===== config.mk =====
export PLATFORM = sky130hd
export DESIGN_NAME = sc_spi_arb
export DESIGN_NICKNAME = d
export VERILOG_FILES = /design/src/rtl/sc_spi_pkg.sv /design/src/rtl/sc_spi_rr_pick.sv /design/src/rtl/sc_spi_arb.sv
export SDC_FILE = /design/constraint.sdc
export NUM_CORES = 1
export LEC_CHECK = 0
export CORE_MARGIN = 5
export CORE_UTILIZATION = 43
export DETAILED_ROUTE_END_ITERATION = 10
export PLACE_DENSITY = 0.95
export SYNTH_ARGS = -nofsm -noshare
export SYNTH_HDL_FRONTEND = slang
export SYNTH_SLANG_ARGS = --single-unit
export TNS_END_PERCENT = 100

===== constraint.sdc =====
create_clock -name SYSCLK -period 3.45 [get_ports SYSCLK]
set_input_delay 0.69 -clock SYSCLK [delete_from_list [all_inputs] [get_ports SYSCLK]]
set_output_delay 0.69 -clock SYSCLK [all_outputs]
set_load 0.005 [all_outputs]

===== src/rtl/sc_spi_pkg.sv =====
// Shared types and field widths for the SPI arbiter slice.
package sc_spi_pkg;

  localparam int unsigned CSSEL_W  = 5;
  localparam int unsigned DWIDTH_W = 9;

  typedef enum logic [1:0] {
    ARB_IDLE  = 2'd0,
    ARB_START = 2'd1,
    ARB_BUSY  = 2'd2,
    ARB_DONE  = 2'd3
  } arb_state_t;

endpackage


===== src/rtl/sc_spi_rr_pick.sv =====
// Combinational round-robin picker; when locked only the owner is eligible.
module sc_spi_rr_pick #(
  parameter int unsigned NREQ = 4,
  localparam int unsigned IW = $clog2(NREQ)
) (
  input  logic [NREQ-1:0] req,
  input  logic [IW-1:0]   last,
  input  logic            lock_en,
  input  logic [IW-1:0]   owner,
  output logic            valid,
  output logic [NREQ-1:0] onehot,
  output logic [IW-1:0]   idx
);

  always_comb begin
    int unsigned j;
    j      = 0;
    valid  = 1'b0;
    idx    = '0;
    onehot = '0;
    if (lock_en) begin
      if (req[owner]) begin
        valid = 1'b1;
        idx   = owner;
      end
    end else begin
      // Search starts one past the previous winner and wraps.
      for (int unsigned k = 1; k <= NREQ; k++) begin
        j = (32'(last) + k) % NREQ;
        if (!valid && req[j]) begin
          valid = 1'b1;
          idx   = IW'(j);
        end
      end
    end
    if (valid) onehot = NREQ'(1) << idx;
  end

endmodule


===== src/rtl/sc_spi_arb.sv =====
// Round-robin arbiter/sequencer sharing one SPI transfer controller among NREQ requesters.
// Optional lock timeout enabled by defining SC_SPI_ARB_LOCKTMO_EN (adds LOCK_ABORT).
module sc_spi_arb
  import sc_spi_pkg::*;
#(
  parameter int unsigned NREQ    = 4,
  parameter int unsigned LOCKTMO = 1024
) (
  input  logic                     SYSCLK,
  input  logic                     SYSRST,
  input  logic [NREQ-1:0]          REQ,
  input  logic [CSSEL_W*NREQ-1:0]  REQ_CSSEL,
  input  logic [DWIDTH_W*NREQ-1:0] REQ_DWIDTH,
  input  logic [NREQ-1:0]          REQ_CPOL,
  input  logic [NREQ-1:0]          REQ_CPHA,
  input  logic [NREQ-1:0]          REQ_BORDER,
  input  logic [NREQ-1:0]          REQ_CSEXTEND,
  output logic [NREQ-1:0]          GNT,
  output logic [NREQ-1:0]          DONE,
  output logic                     LOCKED,
  output logic                     TXSTART,
  output logic [CSSEL_W-1:0]       CSSEL,
  output logic [DWIDTH_W-1:0]      DWIDTH,
  output logic                     CPOL,
  output logic                     CPHA,
  output logic                     BORDER,
  output logic                     CSEXTEND,
  input  logic                     SPIBUSY,
  input  logic                     SPICOMPLETE
`ifdef SC_SPI_ARB_LOCKTMO_EN
  , output logic                   LOCK_ABORT
`endif
);

  localparam int unsigned IW = $clog2(NREQ);

  arb_state_t      state, state_nx;
  logic [IW-1:0]   last, owner, win_idx;
  logic            pick_valid;
  logic [NREQ-1:0] pick_onehot;
  logic [IW-1:0]   pick_idx;
  logic            do_grant, do_complete;
  logic            abort_now;

  sc_spi_rr_pick #(.NREQ(NREQ)) u_pick (
    .req    (REQ),
    .last   (last),
    .lock_en(LOCKED),
    .owner  (owner),
    .valid  (pick_valid),
    .onehot (pick_onehot),
    .idx    (pick_idx)
  );

`ifdef SC_SPI_ARB_LOCKTMO_EN
  localparam int unsigned TW = $clog2(LOCKTMO + 1);
  logic [TW-1:0] tmo_cnt;
  logic          tmo_run;

  assign tmo_run   = LOCKED && (state == ARB_IDLE) && !REQ[owner];
  assign abort_now = tmo_run && (tmo_cnt == TW'(LOCKTMO - 1));

  always_ff @(posedge SYSCLK or posedge SYSRST) begin
    if (SYSRST) begin
      tmo_cnt    <= '0;
      LOCK_ABORT <= 1'b0;
    end else begin
      LOCK_ABORT <= abort_now;
      if (!tmo_run || abort_now) tmo_cnt <= '0;
      else                       tmo_cnt <= tmo_cnt + 1'b1;
    end
  end
`else
  assign abort_now = 1'b0;
`endif

  always_ff @(posedge SYSCLK or posedge SYSRST) begin
    if (SYSRST) state <= ARB_IDLE;
    else        state <= state_nx;
  end

  always_comb begin
    state_nx    = state;
    do_grant    = 1'b0;
    do_complete = 1'b0;
    unique case (state)
      ARB_IDLE: begin
        if (!SPIBUSY && pick_valid) begin
          do_grant = 1'b1;
          state_nx = ARB_START;
        end
      end
      ARB_START: if (SPIBUSY) state_nx = ARB_BUSY;
      ARB_BUSY: begin
        if (SPICOMPLETE) begin
          do_complete = 1'b1;
          state_nx    = ARB_DONE;
        end
      end
      ARB_DONE: state_nx = ARB_IDLE;
      default:  state_nx = ARB_IDLE;
    endcase
  end

  always_ff @(posedge SYSCLK or posedge SYSRST) begin
    if (SYSRST) begin
      GNT      <= '0;
      DONE     <= '0;
      LOCKED   <= 1'b0;
      TXSTART  <= 1'b0;
      CSSEL    <= '0;
      DWIDTH   <= '0;
      CPOL     <= 1'b0;
      CPHA     <= 1'b0;
      BORDER   <= 1'b0;
      CSEXTEND <= 1'b0;
      last     <= IW'(NREQ - 1);
      owner    <= '0;
      win_idx  <= '0;
    end else begin
      DONE <= '0;
      if (do_grant) begin
        GNT      <= pick_onehot;
        win_idx  <= pick_idx;
        last     <= pick_idx;
        TXSTART  <= 1'b1;
        CSSEL    <= REQ_CSSEL[CSSEL_W*pick_idx +: CSSEL_W];
        DWIDTH   <= REQ_DWIDTH[DWIDTH_W*pick_idx +: DWIDTH_W];
        CPOL     <= REQ_CPOL[pick_idx];
        CPHA     <= REQ_CPHA[pick_idx];
        BORDER   <= REQ_BORDER[pick_idx];
        CSEXTEND <= REQ_CSEXTEND[pick_idx];
      end
      if ((state == ARB_START) && SPIBUSY) TXSTART <= 1'b0;
      // Completion of a CS-extended transfer keeps GNT and makes the winner the lock owner.
      if (do_complete) begin
        DONE <= GNT;
        if (CSEXTEND) begin
          LOCKED <= 1'b1;
          owner  <= win_idx;
        end else begin
          LOCKED <= 1'b0;
          GNT    <= '0;
        end
      end
      if (abort_now) begin
        LOCKED <= 1'b0;
        GNT    <= '0;
      end
    end
  end

endmodule


==> run_results.csv, run 1 <==
group,metric,value,unit
global_route,grt_pass1_vias,2075,
route,wl_per_cell,16.4,um
critical_path,slowest_delay,0.58,ns
sta,setup_tns,0,ns
sta,max_slew_margin,61.1,%
die,fp.dieW,79.9,um
final_layout,syn_to_final_growth,58.7,%
final_layout,nets,391,
route,routed-via-count,2017,
final_layout,instances_no_fill,375,
die,fp-row-count,25,
sta,rsz0062_at_grt,"false",
clock_tree,cts_hold_buffers,0,
sta,fmax,336,MHz
clock_tree,htree_levels,2,
sta,finClkSkew,0.00613,ns
placement,hpwl,4.77,mm
critical_path,cp_slowest_cell,"a222oi_1",
logic_synthesis,ys_seq_elements,36,
clock_tree,postCtsSetupRepairBufs,0,
min_path,whs_path_depth,2,
sta,finalCritPeriodShare,86.3,%
global_route,track_usage,19.1,%
clock_tree,cts_sinks,36,
clock_tree,clock_latency,0.28,ns
sta,hold_viol,0,
logic_synthesis,avgSynthCellArea,10.5,sq um
critical_path,start_kind,"input port",
final_layout,drive_gt1_share,6.82,%
route,vias_per_cell,5.38,
critical_path,arrival,3.12,ns
job,max_cap_viol_count,0,
logic_synthesis,async_flop_share,100,%
placement,place.gp.congestion,0.880,
sta,worstMarginPinSlew,0.581,ns
route,drt_iter0_drc,136,
critical_path,critical_path.max_fanout,20,
die,ioPinCount,108,
final_layout,multi_input_area,1110,sq um
min_path,hold_class,"reg2reg",
critical_path,path_cells,"clkdlybuf4s50_1 > or4_1 > a222oi_1 > nor3b_2 > nand3_1 > buf_4 > o221ai_1",
sta,finalSetupViolCount,0,
run_status,status,"completed",
power,leakage,1.43,nW
final_layout,layout_commonest_cell,"clkdlybuf4s50_1",
clock_tree,clk_pin_slew,0.07,ns
global_route,grt_remaining_overflow,0,
sta,fin_crit,2.98,ns
logic_synthesis,synth_warnings,0,
critical_path,path_class,"in2reg",
min_path,whs_endpoint,"TXSTART$_DFFE_PP0P_",
die,dieArea,6380,sq um
clock_tree,cts_buffer_depth,2,
critical_path,r2r_cells,6,
die,start_util,44.4,%
logic_synthesis,netlist_area,2100,sq um
clock_tree,cts_tree,"built",
min_path,min_from,"TXSTART$_DFFE_PP0P_",
route,drc,0,
logic_synthesis,synthFlopType,"dfrtp_1",
power,peakVddDrop,0.000336,V
global_route,grt_max_degree,42,
route,routed_wirelength,6.16,mm
logic_synthesis,syn-num-nets,283,
sta,whs,0.472,ns
critical_path,required,3.59,ns
placement,place.port_buffers,107,
final_layout,n_antenna_cell,0,
logic_synthesis,syn-instance-count,199,
critical_path,reg2reg_slack,1.21,ns
clock_tree,cts_inserted_buffers,5,
logic_synthesis,synth_edf_count,0,
final_layout,regArea,903,sq um
critical_path,timing.rr.end,"GNT[0]$_DFF_PP0_",
sta,maxSlewViolCount,0,
route,drt-pass1-iter-count,5,
logic_synthesis,yosysSeqAreaShare,43.1,%
route,ant_nets,0,
power,p_total,0.00241,W
die,fp.dieH,79.9,um
logic_synthesis,synth.distinct_cells,38,
die,core-area,4720,sq um
placement,place_inst,367,
global_route,grt_pass1_wl,9.42,mm
final_layout,mostFrequentLayoutCells,"107 x clkdlybuf4s50_1, 36 x mux2i_1, 34 x dfrtp_1",
critical_path,r2r-start,"LOCKED$_DFFE_PP0P_",
power,p_per_area,723,nW/um^2
final_layout,final_util,70.5,%
critical_path,crit_path_end_kind,"register",
final_layout,fillers,366,
clock_tree,postCtsResizedCells,0,
global_route,antenna_found_initial,0,
clock_tree,cts_root_buf,"clkbuf_8",
[area by class of cell]
class / count / area share (%)
Inverter: 4 / 0.451
Clock inverter: 1 / 0.225
Sequential cell: 36 / 27.1
Clock buffer: 7 / 2.59
Tap cell: 67 / 2.52
Multi-Input combinational cell: 148 / 33.4
Timing Repair Buffer: 112 / 33.7
[power breakdown]
group	switching (W)	internal (W)
logic	0.000614	0.000729
registers	0.000149	0.000607
clock network	0.000146	0.000162
total	0.000909	0.00150
[state kept, by name (all words and copies together) (netlist names), 2 cells and up]
signal and flops:
last 2, owner 2, win_idx 2, DWIDTH 9, DONE 4, CSSEL 5, GNT 4, state 2
[synthesized netlist by cell type, types with 2 or more instances]
library cell	n	area share [%]
and3_1	4	1.2
nor2b_1	2	0.60
o21ai_0	2	0.48
or4_1	2	0.72
dfstp_2	2	2.5
mux2i_1	36	17
a21oi_1	7	1.7
nor2_1	9	1.6
o31ai_1	2	0.72
buf_2	5	1.2
nand2b_1	5	1.5
mux2_2	3	1.6
nand3_1	3	0.72
ha_1	4	2.4
buf_4	3	1.1
buf_6	3	1.6
inv_1	4	0.72
nand2_1	31	5.5
o21a_1	3	1.1
o221ai_1	18	7.5
dfrtp_1	34	41
[cells by family (layout without fill, tap and decap cells)]
logic type                 Yosys count  in the layout  synth area share, %
and+or+nand+nor                     63             63                 14.7
muxes                               41             41                 20.0
AOI/OAI and AO/OA                   40             40                 15.2
DFF                                 36             36                 43.1
buffers and inverters               15            124                 4.59
adders and majority gates            4              4                 2.39
[per-layer routing]
layer  part of all wire [%]  GRT usage [%]  vias to the layer above  wire length (um)
li1                       -              -                      956                 -
met1                     37           20.8                      938              2260
met2                     52           34.5                      105              3200
met3                    9.4           6.66                       18               578
met4                    1.9           6.25                        0               120
met5                      0              0                        -                 0
[stage by stage]
stage | setup slack (ns) | cell area [sq um]
after floorplan | 1.07 | 2100
after global placement | 0.375 | 3240
after detailed placement | 0.278 | 3240
after CTS | 0.467 | 3330
after global routing | 0.374 | 3330
final | 0.471 | 3330
[how the worst max path moves through the flow]
stage | cells past startpoint | from | endpoint
floorplan | 5 | REQ[3] | state[1]$_DFFE_PP0P_
global placement | 7 | REQ[3] | DWIDTH[0]$_DFFE_PP0N_
detailed placement | 7 | REQ[3] | CPHA$_DFFE_PP0N_
CTS | 7 | REQ[3] | CSSEL[2]$_DFFE_PP0N_
global route | 7 | REQ[3] | CPHA$_DFFE_PP0N_
finish | 7 | REQ[3] | CPHA$_DFFE_PP0N_
[worst max-delay path, delay by kind of cell]
kind	cells	cell delay [ns]
buf+inv	2	0.77
simple gates	3	0.90
compound gates	2	0.74
Note: power is estimated with default switching activity, not from simulation.
==> run 2, diff against run 1 <==
Settings changed: ABC_CLOCK_PERIOD_IN_PS set to 3450, CORE_UTILIZATION 43 to 64, DONT_BUFFER_PORTS set to 1, PLACE_DENSITY 0.95 to 0.91, SETUP_SLACK_MARGIN set to 0.05.
==> run_results.csv, run 2 (same netlist as run 1, synthesis figures left out) <==
group,metric,value,unit
run_status,status,"completed",
clock_tree,postCtsResizedCells,0,
die,core-area,3100,sq um
critical_path,timing.rr.end,"GNT[1]$_DFF_PP0_",
global_route,track_usage,24.4,%
route,routed-via-count,1644,
sta,setup_tns,0,ns
critical_path,start_kind,"input port",
route,drt-pass1-iter-count,4,
critical_path,worstSetupStartpoint,"REQ[3]",
final_layout,nets,283,
placement,place_inst,236,
placement,hpwl,4.12,mm
sta,finalCritPeriodShare,71.6,%
clock_tree,cts_sinks,36,
critical_path,path_class,"in2reg",
global_route,grt_max_degree,42,
final_layout,layout_commonest_cell,"mux2i_1",
sta,finClkSkew,0.0153,ns
sta,finalSetupViolCount,0,
min_path,hold_class,"in2async",
route,ant_nets,0,
critical_path,critical_path.max_fanout,14,
critical_path,crit_path_end_kind,"register",
clock_tree,clock_latency,0.33,ns
route,wl_per_cell,21.9,um
die,start_util,67.6,%
clock_tree,cts_root_buf,"clkbuf_4",
job,max_cap_viol_count,0,
final_layout,drive_gt1_share,9.50,%
critical_path,reg2reg_slack,1.10,ns
final_layout,mostFrequentLayoutCells,"36 x mux2i_1, 34 x dfrtp_1, 31 x nand2_1",
power,p_total,0.00194,W
power,leakage,0.999,nW
clock_tree,htree_levels,2,
clock_tree,cts_tree,"built",
placement,place.port_buffers,0,
placement,place.gp.congestion,0.815,
power,peakVddDrop,0.000471,V
die,fp.dieH,67.3,um
critical_path,r2r-start,"owner[0]$_DFFE_PP0P_",
sta,whs,0.339,ns
sta,fmax,405,MHz
critical_path,r2r_cells,6,
sta,max_slew_margin,58.4,%
clock_tree,cts_buffer_depth,2,
clock_tree,clk_pin_slew,0.11,ns
global_route,antenna_found_initial,0,
route,drc,0,
route,routed_wirelength,5.35,mm
route,vias_per_cell,6.74,
clock_tree,postCtsSetupRepairBufs,0,
final_layout,n_antenna_cell,0,
final_layout,instances_no_fill,244,
die,fp-row-count,20,
global_route,grt_remaining_overflow,0,
sta,hold_viol,0,
critical_path,required,3.71,ns
final_layout,largest_reg_flops,9,
die,fp.dieW,67.3,um
final_layout,top_register,"DWIDTH",
clock_tree,cts_inserted_buffers,5,
sta,worstMarginPinSlew,0.623,ns
sta,fin_crit,2.47,ns
power,p_per_area,895,nW/um^2
final_layout,largestRegisters,"DWIDTH: 9 flops, CSSEL: 5 flops",
die,dieArea,4520,sq um
route,drt_iter0_drc,102,
critical_path,arrival,2.73,ns
global_route,grt_pass1_wl,8.18,mm
sta,rsz0062_at_grt,"false",
sta,maxSlewViolCount,0,
global_route,grt_pass1_vias,1747,
clock_tree,cts_hold_buffers,0,
die,ioPinCount,108,
final_layout,syn_to_final_growth,3.40,%
-- run 2: critical path, cell delays in order --
cell and delay (ns):
or4_1 0.53, a222oi_1 0.54, or3b_1 0.47, buf_4 0.28, nand2_1 0.08, a21oi_1 0.13
-- run 2: how the worst max path moves through the flow --
stage | to | slack [ns] | depth (start not counted)
final | GNT[1]$_DFF_PP0_ | 0.98 | 6
after global routing | GNT[2]$_DFF_PP0_ | 0.86 | 6
after CTS | GNT[1]$_DFF_PP0_ | 1.01 | 6
after detailed placement | GNT[1]$_DFF_PP0_ | 0.64 | 6
after global placement | GNT[1]$_DFF_PP0_ | 0.81 | 6
after floorplan | state[1]$_DFFE_PP0P_ | 1.07 | 5
-- run 2: per-layer routing --
metal  track usage (%)  wire length (um)
met1              26.8              1850
met3              11.3               627
met4              7.59               138
met5                 0                 0
met2              41.7              2740
-- run 2: power breakdown --
group / internal (W) / switching [W] / total [W]
combinational: 0.000434 / 0.000509 / 0.000943
clock: 0.0000818 / 0.000130 / 0.000212
sequential: 0.000606 / 0.000181 / 0.000787
total: 0.00112 / 0.000820 / 0.00194
-- run 2: final cells by class --
type                    count  area, sq um
inverters                   4         15.0
clock buffers               7         45.0
multi-input cells         148         1110
flip-flops and latches     36          903
fillers                   252          933
well taps                  44         55.1
clock inverters             1         8.76
repair buffers              4         30.0
-- run 2: per-stage QoR --
step / utilization [%] / setup slack [ns] / area (sq um)
2_1_floorplan: - / 1.07 / 2100
3_3_place_gp: 68.2 / 0.815 / 2120
3_5_place_dp: 68.2 / 0.641 / 2120
4_1_cts: 69.9 / 1.01 / 2170
5_1_grt: 69.9 / 0.856 / 2170
6_report: 69.9 / 0.979 / 2170
==> run 3, diff against run 2 <==
Settings changed: ABC_CLOCK_PERIOD_IN_PS 3450 to 2200, CORE_UTILIZATION 64 to 57, PLACE_DENSITY 0.91 to 0.86.
Clock period 3.45 ns to 2.2 ns, I/O delays scaled along.
==> run_results.csv, run 3 (same netlist as run 1, synthesis figures left out) <==
group,metric,value,unit
critical_path,slowest_delay,0.54,ns
global_route,use_met2,34.2,%
sta,max_slew_margin,65.2,%
route,routed-via-count,1612,
critical_path,crit_path_end_kind,"register",
sta,fmax,484,MHz
final_layout,layout_commonest_cell,"mux2i_1",
min_path,hold_class,"in2async",
critical_path,required,2.42,ns
die,dieArea,4990,sq um
sta,whs,0.135,ns
global_route,antenna_found_initial,0,
final_layout,final_area,2290,sq um
die,fp.dieH,70.7,um
global_route,track_usage,19.7,%
critical_path,r2r-start,"owner[0]$_DFFE_PP0P_",
final_layout,regArea,906,sq um
critical_path,path_cells,"mux2_4 > a222oi_1 > buf_4 > or3b_4 > or4_1 > a21oi_1",
die,ioPinCount,108,
global_route,grt_pass1_wl,7.74,mm
critical_path,start_kind,"register",
sta,maxSlewViolCount,0,
power,swShare,39.5,%
sta,fin_crit,2.07,ns
sta,finClkSkew,0.00475,ns
critical_path,crit_cells,6,
power,p_comb_share,48.0,%
final_layout,drive_gt1_share,13.7,%
global_route,grt_max_degree,42,
global_route,grt-busiest-layer,"met2",
final_layout,instances_no_fill,253,
die,start_util,58.2,%
placement,place.port_buffers,0,
die,fp-row-count,22,
power,leakage,1.05,nW
sta,setup_tns,0,ns
power,switching_power,0.00130,W
clock_tree,htree_levels,2,
placement,place_inst,245,
global_route,use_met1,21.6,%
clock_tree,cts_root_buf,"clkbuf_8",
critical_path,timing.rr.end,"GNT[0]$_DFF_PP0_",
die,fp.dieW,70.7,um
route,ant_nets,0,
global_route,grt_pass1_vias,1637,
power,p_per_area,1430,nW/um^2
critical_path,r2r_cells,6,
global_route,grt_remaining_overflow,0,
critical_path,path_buf_inv,1,
power,p_clk_share,15.2,%
critical_path,critPathTopFamily,"simple AND/OR/NAND/NOR gates",
placement,place.gp.congestion,0.790,
sta,hold_viol,0,
critical_path,critical_path.max_fanout,6,
clock_tree,cts_buffer_depth,2,
final_layout,top_register,"DWIDTH",
placement,hpwl,3.74,mm
route,drt-pass1-iter-count,4,
job,max_cap_viol_count,0,
clock_tree,cts_sinks,36,
critical_path,cp_slowest_cell,"or4_1",
final_layout,final_util,63.5,%
die,core-area,3610,sq um
final_layout,multi_input_area,1120,sq um
run_status,status,"completed",
critical_path,endpoint,"GNT[0]$_DFF_PP0_",
final_layout,syn_to_final_growth,9.06,%
sta,finalCritPeriodShare,94.0,%
final_layout,nets,288,
final_layout,mostFrequentLayoutCells,"36 x mux2i_1, 32 x dfrtp_1, 31 x nand2_1",
route,drt_iter0_drc,84,
final_layout,fillers,286,
route,drc,0,
critical_path,arrival,2.29,ns
clock_tree,clk_pin_slew,0.07,ns
placement,place_area,2180,sq um
sta,rsz0062_at_grt,"false",
sta,worstMarginPinSlew,0.519,ns
final_layout,n_antenna_cell,0,
clock_tree,cts_tree,"built",
critical_path,worstSetupStartpoint,"owner[0]$_DFFE_PP0P_",
route,routed_wirelength,4.90,mm
sta,finalSetupViolCount,0,
route,vias_per_cell,6.37,
global_route,use_met3,7.39,%
clock_tree,cts_inserted_buffers,5,
route,wl_per_cell,19.4,um
critical_path,path_class,"reg2reg",
power,peakVddDrop,0.000715,V
power,p_int,0.00199,W
power,power_frac_seq,36.9,%
clock_tree,clock_latency,0.29,ns
final_layout,largestRegisters,"DWIDTH: 9 flops, CSSEL: 5 flops",
critical_path,reg2reg_slack,0.13,ns
final_layout,largest_reg_flops,9,
[run 3: worst reg2reg max path, stage by stage, from the launching register on]
cell and delay, ns:
dfrtp_2 0.45, mux2_4 0.22, a222oi_1 0.09, buf_4 0.16, or3b_4 0.40, or4_1 0.54, a21oi_1 0.14
[run 3: through the flow]
stage / setup slack (ns) / total power [W]
6_report: 0.133 / 0.00328
3_5_place_dp: -0.0134 / 0.00279
5_1_grt: 0.0554 / 0.00353
4_1_cts: 0.0556 / 0.00329
3_3_place_gp: 0.0596 / 0.00273
2_1_floorplan: 0.0677 / 0.00242
[run 3: worst min-delay path by stage]
stage,from,endpoint,slack [ns],depth (start not counted)
after global placement,SYSRST,DWIDTH[7]$_DFFE_PP0N_,0.46,2
after global routing,SYSRST,DONE[1]$_DFF_PP0_,0.18,2
after floorplan,win_idx[0]$_DFFE_PP0N_,win_idx[0]$_DFFE_PP0N_,0.46,1
final,SYSRST,DONE[1]$_DFF_PP0_,0.14,2
after detailed placement,SYSRST,DONE[1]$_DFF_PP0_,0.46,2
after CTS,SYSRST,DONE[1]$_DFF_PP0_,0.14,2
[run 3: power by group through the flow]
stage                     combinational, W  sequential (W)  clock, W
final                              0.00158         0.00121  0.000498
after global routing               0.00174         0.00126  0.000532
after CTS                          0.00157         0.00121  0.000511
after detailed placement           0.00157         0.00122         0
after global placement             0.00152         0.00122         0
after floorplan                    0.00129         0.00113         0
[run 3: final cells by class]
cell class	instances	area share (%)
sequential	36	39.6
clock inverter	1	0.328
clock buffer	7	3.77
timing repair buffer	9	4.05
tap	48	2.62
multi-input combinational	148	49.0
inverter	4	0.656
[run 3: per-layer routing]
layer  up-vias  part of all wire, %
met3         8                   10
met1       760                   37
met4         0                  2.0
met2        89                   51
li1        755                    -
met5         -                    0
[run 3: what timing repair did]
| action | 4_1_cts | 5_1_grt |
|---|---|---|
| setup buffers | 0 | 0 |
| hold buffers | 0 | 0 |
| setup endpoints to repair | 0 | 22 |
| resized for setup | 0 | 4 |
